### src/rtl/command_parse_and_encapsulate_mux.sv
// NMAC command parser (HCP / TSSTSE dispatch) and round-robin encapsulation
// merge of interior and external command sources with drop accounting.
module command_parse_and_encapsulate_mux #(
    parameter int P_EXT_NUM    = 3,
    parameter int P_FIFO_DEPTH = 8,
    parameter int P_TAG_SRC    = 1
) (
    input  logic                      i_clk,
    input  logic                      i_rst,
    input  logic [65:0]               iv_command,
    input  logic                      i_command_wr,
    output logic [63:0]               ov_hcp_command,
    output logic                      o_hcp_command_wr,
    output logic [64*P_EXT_NUM-1:0]   ov_tsstse_command,
    output logic [P_EXT_NUM-1:0]      o_tsstse_command_wr,
    input  logic [63:0]               iv_command_from_interior,
    input  logic                      i_command_wr_from_interior,
    input  logic [64*P_EXT_NUM-1:0]   iv_command_from_external,
    input  logic [P_EXT_NUM-1:0]      i_command_wr_from_external,
    output logic [65:0]               ov_command,
    output logic                      o_command_wr,
    input  logic                      i_command_rdy,
    output logic [15:0]               ov_parse_drop_cnt,
    output logic [15:0]               ov_fifo_drop_cnt
);

    localparam int NS = P_EXT_NUM + 1;
    localparam int AW = $clog2(P_FIFO_DEPTH);
    localparam int IW = (NS > 1) ? $clog2(NS) : 1;

    // ---------------- parse path ----------------
    logic [1:0]               cmd_type;
    logic [7:0]               cmd_dest;
    logic                     parse_ok;
    logic [63:0]              hcp_cmd_q, hcp_cmd_d;
    logic                     hcp_wr_q, hcp_wr_d;
    logic [64*P_EXT_NUM-1:0]  ts_cmd_q, ts_cmd_d;
    logic [P_EXT_NUM-1:0]     ts_wr_q, ts_wr_d;
    logic [15:0]              parse_drop_q, parse_drop_d;

    assign cmd_type = iv_command[65:64];
    assign cmd_dest = iv_command[63:56];
    assign parse_ok = i_command_wr && (cmd_type == 2'b01)
                      && (cmd_dest <= 8'(P_EXT_NUM));

    always_comb begin
        hcp_cmd_d    = hcp_cmd_q;
        hcp_wr_d     = 1'b0;
        ts_cmd_d     = ts_cmd_q;
        ts_wr_d      = '0;
        parse_drop_d = parse_drop_q;
        if (parse_ok) begin
            if (cmd_dest == 8'd0) begin
                hcp_cmd_d = iv_command[63:0];
                hcp_wr_d  = 1'b1;
            end
            for (int k = 0; k < P_EXT_NUM; k++) begin
                if (cmd_dest == 8'(k + 1)) begin
                    ts_cmd_d[64*k +: 64] = iv_command[63:0];
                    ts_wr_d[k]           = 1'b1;
                end
            end
        end else if (i_command_wr && (parse_drop_q != 16'hFFFF)) begin
            parse_drop_d = parse_drop_q + 16'd1;
        end
    end

    // ---------------- source FIFOs ----------------
    logic [63:0]   mem_q [NS][P_FIFO_DEPTH];
    logic [AW:0]   wptr_q [NS];
    logic [AW:0]   wptr_d [NS];
    logic [AW:0]   rptr_q [NS];
    logic [AW:0]   rptr_d [NS];
    logic [63:0]   src_word [NS];
    logic [NS-1:0] src_wr;
    logic [NS-1:0] empty;
    logic [NS-1:0] full;
    logic [NS-1:0] push;
    logic [NS-1:0] pop;
    logic [NS-1:0] drop;
    logic [16:0]   fifo_sum;
    logic [15:0]   fifo_drop_q, fifo_drop_d;

    assign src_wr = {i_command_wr_from_external, i_command_wr_from_interior};

    always_comb begin
        src_word[0] = iv_command_from_interior;
        for (int k = 0; k < P_EXT_NUM; k++) begin
            src_word[k+1] = iv_command_from_external[64*k +: 64];
        end
    end

    always_comb begin
        for (int s = 0; s < NS; s++) begin
            empty[s] = (wptr_q[s] == rptr_q[s]);
            full[s]  = (wptr_q[s][AW] != rptr_q[s][AW])
                       && (wptr_q[s][AW-1:0] == rptr_q[s][AW-1:0]);
        end
    end

    // ---------------- arbiter ----------------
    logic          slot_free;
    logic          grant_vld;
    logic [IW-1:0] grant_idx;
    logic [IW:0]   cand;
    logic [IW-1:0] rr_q, rr_d;

    assign slot_free = !o_command_wr || i_command_rdy;

    // Search starts at the index after the last grant (rr_q).
    always_comb begin
        grant_vld = 1'b0;
        grant_idx = '0;
        cand      = '0;
        for (int i = 0; i < NS; i++) begin
            cand = {1'b0, rr_q} + (IW+1)'(i);
            if (cand >= (IW+1)'(NS)) begin
                cand = cand - (IW+1)'(NS);
            end
            if (slot_free && !grant_vld && !empty[cand[IW-1:0]]) begin
                grant_vld = 1'b1;
                grant_idx = cand[IW-1:0];
            end
        end
    end

    always_comb begin
        fifo_sum    = {1'b0, fifo_drop_q};
        fifo_drop_d = fifo_drop_q;
        for (int s = 0; s < NS; s++) begin
            pop[s]    = grant_vld && (grant_idx == IW'(s));
            push[s]   = src_wr[s] && (!full[s] || pop[s]);
            drop[s]   = src_wr[s] && full[s] && !pop[s];
            wptr_d[s] = wptr_q[s] + (AW+1)'(push[s]);
            rptr_d[s] = rptr_q[s] + (AW+1)'(pop[s]);
            fifo_sum  = fifo_sum + 17'(drop[s]);
        end
        fifo_drop_d = fifo_sum[16] ? 16'hFFFF : fifo_sum[15:0];
    end

    // ---------------- output register ----------------
    logic [65:0]   cmd_q, cmd_d;
    logic          cmd_wr_q, cmd_wr_d;
    logic [63:0]   head;

    always_comb begin
        cmd_d    = cmd_q;
        cmd_wr_d = cmd_wr_q;
        rr_d     = rr_q;
        head     = mem_q[grant_idx][rptr_q[grant_idx][AW-1:0]];
        if (slot_free) begin
            cmd_wr_d = grant_vld;
        end
        if (grant_vld) begin
            cmd_d[65:64] = (grant_idx == '0) ? 2'b01 : 2'b10;
            cmd_d[63:0]  = head;
            if (P_TAG_SRC != 0) begin
                cmd_d[63:56] = 8'(grant_idx);
            end
            rr_d = (grant_idx == IW'(NS - 1)) ? '0 : grant_idx + IW'(1);
        end
    end

    always_ff @(posedge i_clk) begin
        if (i_rst) begin
            hcp_cmd_q    <= '0;
            hcp_wr_q     <= 1'b0;
            ts_cmd_q     <= '0;
            ts_wr_q      <= '0;
            parse_drop_q <= '0;
            fifo_drop_q  <= '0;
            cmd_q        <= '0;
            cmd_wr_q     <= 1'b0;
            rr_q         <= '0;
            for (int s = 0; s < NS; s++) begin
                wptr_q[s] <= '0;
                rptr_q[s] <= '0;
            end
        end else begin
            hcp_cmd_q    <= hcp_cmd_d;
            hcp_wr_q     <= hcp_wr_d;
            ts_cmd_q     <= ts_cmd_d;
            ts_wr_q      <= ts_wr_d;
            parse_drop_q <= parse_drop_d;
            fifo_drop_q  <= fifo_drop_d;
            cmd_q        <= cmd_d;
            cmd_wr_q     <= cmd_wr_d;
            rr_q         <= rr_d;
            for (int s = 0; s < NS; s++) begin
                wptr_q[s] <= wptr_d[s];
                rptr_q[s] <= rptr_d[s];
            end
        end
    end

    always_ff @(posedge i_clk) begin
        for (int s = 0; s < NS; s++) begin
            if (push[s]) begin
                mem_q[s][wptr_q[s][AW-1:0]] <= src_word[s];
            end
        end
    end

    assign ov_hcp_command      = hcp_cmd_q;
    assign o_hcp_command_wr    = hcp_wr_q;
    assign ov_tsstse_command   = ts_cmd_q;
    assign o_tsstse_command_wr = ts_wr_q;
    assign ov_command          = cmd_q;
    assign o_command_wr        = cmd_wr_q;
    assign ov_parse_drop_cnt   = parse_drop_q;
    assign ov_fifo_drop_cnt    = fifo_drop_q;

endmodule

### config.mk
export PLATFORM = sky130hd
export DESIGN_NAME = command_parse_and_encapsulate_mux
export DESIGN_NICKNAME = d
export VERILOG_FILES = /design/src/rtl/command_parse_and_encapsulate_mux.sv
export SDC_FILE = /design/constraint.sdc
export NUM_CORES = 2
export LEC_CHECK = 0
export CAP_MARGIN = 20
export CORE_UTILIZATION = 27
export CTS_BUF_LIST = sky130_fd_sc_hd__clkbuf_4
export DETAILED_ROUTE_END_ITERATION = 6
export PLACE_DENSITY_LB_ADDON = 0.2
export SETUP_SLACK_MARGIN = 0.3
export SYNTH_ARGS = -nofsm -noshare
export SYNTH_HDL_FRONTEND = slang
export SYNTH_SLANG_ARGS = --single-unit
### constraint.sdc
create_clock -name i_clk -period 8.1 [get_ports i_clk]
set_input_delay 1.62 -clock i_clk [delete_from_list [all_inputs] [get_ports i_clk]]
set_output_delay 1.62 -clock i_clk [all_outputs]
set_load 0.02 [all_outputs]
After elaboration in Yosys (flattened, before gate mapping)
Memory sizes are Yosys's and may differ from the RTL's. Cells that the tools add are included.

Latch bits: 0. Input port bits: 330. Output and inout bits: 359. Memories: 3. Logic and storage cells: 207. RAM bits: 2080. Flip-flop bits (word level): 355. Bits in read-only memories: 0.

Memories: mem_q (depth 4, width 512, read ports 1, clocked after memory_dff 0, write ports 4, line 69) `logic [63:0] mem_q [NS][P_FIFO_DEPTH];`; rptr_q (depth 4, width 4, read ports 5, clocked after memory_dff 0, write ports 4, line 72) `logic [AW:0] rptr_q [NS];`; wptr_q (depth 4, width 4, read ports 4, clocked after memory_dff 0, write ports 4, line 70) `logic [AW:0] wptr_q [NS];`.

Shift operators: 0. Mux-type cells: 57. Magnitude comparators: 18. Bitwise operators: 14. $add $sub $neg: 21. Multipliers: 0. Reductions and logical operators: 63. Div/mod/pow operators: 0. Eq/ne operators: 20.

Operators by type and width (count): $mux W512 (4); $demux W64 S3 (4); $mux W64 (4); $bmux W64 S3 (1); $mux W56 (2); $add A17 B1 Y17 (3); $logic_and A1 B1 Y1 (34); $add A4 B1 Y4 (8); $mux W4 (8); $ge A4 B4 Y1 const B (5); $mux W2 (10); $not A3 Y4 (5); $mux W1 (19); $add A16 B1 Y17 (1); $add A16 B1 Y16 const B (1); $eq A4 B4 Y1 (4); $eq A8 B2 Y1 const B (2); $logic_not A1 Y1 (16); $lt A4 B1 Y1 const B (4); $mux W16 (1); $ne A16 B16 Y1 const B (1); $eq A3 B3 Y1 (4); $lt A2 B3 Y1 const B (4); $reduce_and A2 Y1 (5); other kinds (18) (43).

Logic depth before layout (Yosys ltp)
Depth after elaboration: 28. Gate-level depth with buffers: 28. Mapped depth without buffers: 22.

Worst setup path after synthesis
Ideal clock, no wire load.

Path type: input-to-reg. From: in i_command_rdy. To: mem mem_q[0][448] (netlist bit), enable pin. Data arrival time: 7.764 ns. Required time: 7.561 ns. Buffers on the path: 4. Path slack: -0.202 ns. Cell stages on the path: 13. Cell sequence: nand2b_1 -> o211a_1 -> a221oi_2 -> buf_4 -> buf_2 -> clkbuf_1 -> clkbuf_1 -> ha_1 -> and2_1 -> nor3_1 -> nor2b_1 -> nand2b_1 -> nor3_1.

RTL lines: start: declaration (line 22) `input logic i_command_rdy,`; end: declaration (line 69).

==> results.py <==
metrics = {
    "outcome": {
        "status": "complete, no violations",
    },
    "clock_tree": {
        "numCtsBuffers": 610,
        "htreeDepth": 6,
        "cts_hold_buf": 0,
        "cts_buffer_depth": 4,
        "cts-root-buf": "clkbuf_4",
        "cts_resized": 0,
        "clock_latency_ns": 1.53,
        "path_clk_slew_ns": 0.06,
        "cts_tree": "built",
        "cts.sinks": 2179,
        "post-cts-setup-buffers": 0,
    },
    "timing": {
        "rsz0062_at_grt": "false",
        "slew_headroom": 0.2167,
        "worst_pin_slew_ns": 1.175,
        "fin_setup_tns_ns": 0,
        "hold-worst-slack_ns": 0.4537,
        "fin_crit_sh": 0.8206,
        "final.setup_skew_ns": 0.1792,
        "hold_viol_final": 0,
        "fin_crit_ns": 6.647,
        "setup_viol": 0,
        "finalMaxSlewViolations": 0,
        "max_freq_mhz": 150.5,
    },
    "placed_design": {
        "globalplace.congestion": 0.7959,
        "place_inst": 10964,
        "port_buffers": 650,
        "dp_hpwl_microns": 189700,
    },
    "power_and_ir_drop": {
        "power.density_nw_per_um2": 373.5,
        "seqPwrFrac": 0.326,
        "p_int_uw": 23220,
        "power_uw": 39470,
        "p_clk_frac": 0.267,
        "peakVddDrop_mv": 0.6048,
        "combPwrFrac": 0.407,
        "swShare": 0.4116,
        "power_switching_uw": 16240,
        "leakage_uw": 0.03550,
    },
    "route": {
        "vias": 59290,
        "wire_per_inst_microns": 27.65,
        "drt-initial-drc-count": 5021,
        "viasPerCell": 4.897,
        "drc_errors": 0,
        "drt_pass1_iterations": 5,
        "drt_wl_total_microns": 334700,
        "postRouteAntennaNets": 0,
    },
    "critical_path": {
        "crit_required_ns": 9.38,
        "critPathKind": "flip-flop to flip-flop",
        "arrival_ns": 7.93,
        "crit_path_end_kind": "flip-flop",
        "path_max_fanout": 81,
        "setup.worst_path.start_class": "flip-flop",
    },
    "floorplan": {
        "num_rows": 206,
        "pin_count": 689,
        "die_x_microns": 565.8,
        "initial_utilization": 0.2721,
        "die_area_sq_um": 320100,
        "die_height_microns": 565.8,
        "core_sq_um": 315500,
    },
    "logic_synthesis": {
        "syn_area_sq_um": 85830,
        "ys_warn_count": 0,
        "syn_inst": 6460,
        "ys_seq_area_frac": 0.7172,
        "synth-edff-count": 1792,
        "ys_async_sr_fraction": 0,
        "ys_types": 67,
        "synth_flop_cell": "edfxtp_1",
        "ys_ff_latch": 2179,
        "postSynthAreaPerCell_sq_um": 13.29,
    },
    "run": {
        "max_cap_violations": 0,
    },
    "grt": {
        "grt_pass1_wl_microns": 458200,
        "grt_usage": 0.2017,
        "antenna_found_initial": 97,
        "gr-total-overflow": 0,
        "grt_max_degree": 175,
        "grt_pass1_vias": 58023,
    },
    "cells_and_area": {
        "drive_gt1_frac": 0.1670,
        "nets": 7771,
        "syn_to_final_growth_pct": 23.11,
        "layout.cells.non_filler": 12107,
    },
    "worst_hold_path": {
        "hold_class": "flip-flop to flip-flop",
    },
}
worst paths after layout:
check,slack (ns),to,from,cells after the start
hold / removal,0.45,ov_tsstse_command[139],ov_tsstse_command[139],2
hold reg to reg,0.45,ov_tsstse_command[139],ov_tsstse_command[139],2
setup / recovery,1.45,ov_fifo_drop_cnt[1],rptr_q[2][0],19
setup reg to reg,1.45,ov_fifo_drop_cnt[1],rptr_q[2][0],19
critical path: stages (launching register included):
cell and delay, ns:
dfxtp_4 0.91, xnor2_1 0.26, nand4_1 0.33, mux4_2 0.56
o2111a_1 0.23, o21a_4 0.31, buf_4 0.38, ha_1 0.36
and2_1 0.15, nor3_1 0.41, and2_1 0.23, fa_1 0.36
fa_1 0.28, and3_1 0.20, and3_1 0.20, and2_1 0.15
nand4_1 0.17, nor2_1 0.29, nand3_1 0.47, a21oi_1 0.28
per-stage QoR:
stage / worst slack, ns / cell area, sq um / utilization
final: 1.453 / 105700 / 0.3349
after global routing: 0.8686 / 105600 / 0.3348
after CTS: 1.279 / 105600 / 0.3347
after detailed placement: 0.8284 / 97440 / 0.3088
after global placement: 0.8211 / 97380 / 0.3087
after floorplan: 1.299 / 85890 / -
sequential cells by signal (all words and copies together), names as in the netlist:
register             flops
mem_q                 1792
ov_tsstse_command      192
ov_hcp_command          64
ov_command              60
ov_fifo_drop_cnt        16
ov_parse_drop_cnt       16
rptr_q                  16
wptr_q                  16
o_tsstse_command_wr      3
rr_q                     2
o_command_wr             1
o_hcp_command_wr         1
cells in the mapped netlist, types with 89 or more instances:
cell type | n | area [sq um]
nor2_1 | 137 | 514.2
nand3b_1 | 168 | 1261
a21oi_1 | 257 | 1286
clkbuf_1 | 289 | 1085
and3_1 | 89 | 556.8
nand2_1 | 1382 | 5187
buf_2 | 98 | 490.5
nand3_1 | 525 | 2628
edfxtp_1 | 1792 | 53810
dfxtp_1 | 387 | 7747
mux2i_1 | 398 | 3984
a31oi_1 | 114 | 713.2
cells by family (layout without fill, tap and decap cells):
family          after synthesis  count (layout)  synth area share
other cells                   1              38        0.00004369
xor+xnor                     56              56          0.006152
compound gates              817             817           0.06467
mux                         456             456           0.05419
fa+ha+maj                    25              25          0.003907
buf+inv                     462            1912           0.02353
simple gates               2464            2464            0.1303
flops                      2179            2179            0.7172
layer usage:
layer  routed length (microns)  share of wire  up-vias  track usage
met4                      9064          0.027       70      0.06644
met3                     23920          0.071      648      0.04500
met2                    161800           0.48     2513       0.3366
li1                          -              -    26263            -
met1                    139500           0.42    29796       0.2578
met5                       458         0.0014        -            0
power groups by stage:
stage	logic, uW	registers (uW)	clock network [uW]
final	16100	12900	10600
after global routing	17100	12900	11400
after CTS	16100	12900	10900
after detailed placement	16100	13100	0
after global placement	16000	13100	0
after floorplan	10000	13000	0
layout by cell type (no fill, tap or decap), types with 18 or more instances in the layout:
master / synthesis / final
a21bo_2: 54 / 54
inv_6: 0 / 20
nand3_1: 525 / 525
a32oi_1: 56 / 56
clkbuf_4: 0 / 934
o311ai_0: 56 / 56
diode_2: 0 / 32
o21ai_0: 71 / 71
and2_1: 67 / 65
edfxtp_1: 1792 / 1792
and3_1: 89 / 89
dfxtp_1: 387 / 384
nand2_1: 1382 / 1378
clkinv_2: 1 / 18
nor2_4: 0 / 29
a31oi_1: 114 / 114
clkinv_1: 0 / 104
nor2_1: 137 / 108
ha_1: 22 / 22
xnor2_1: 31 / 31
buf_4: 19 / 111
mux2i_1: 398 / 398
xor2_1: 20 / 20
nand3b_1: 168 / 168
buf_12: 0 / 25
a211oi_1: 57 / 57
nor2b_1: 26 / 26
a21oi_1: 257 / 257
clkdlybuf4s50_1: 0 / 649
a311oi_1: 56 / 56
a22oi_1: 58 / 58
mux2_2: 52 / 52
layout make-up:
type | count | area (sq um)
flip-flops and latches | 2179 | 61570
clock buffers | 934 | 7012
diodes | 32 | 80.08
inverters | 13 | 73.82
repair buffers | 788 | 7900
clock inverters | 177 | 1140
fillers | 31375 | 209800
well taps | 4160 | 5205
multi-input cells | 3824 | 22690
Note: power is estimated with default switching activity, not from simulation.
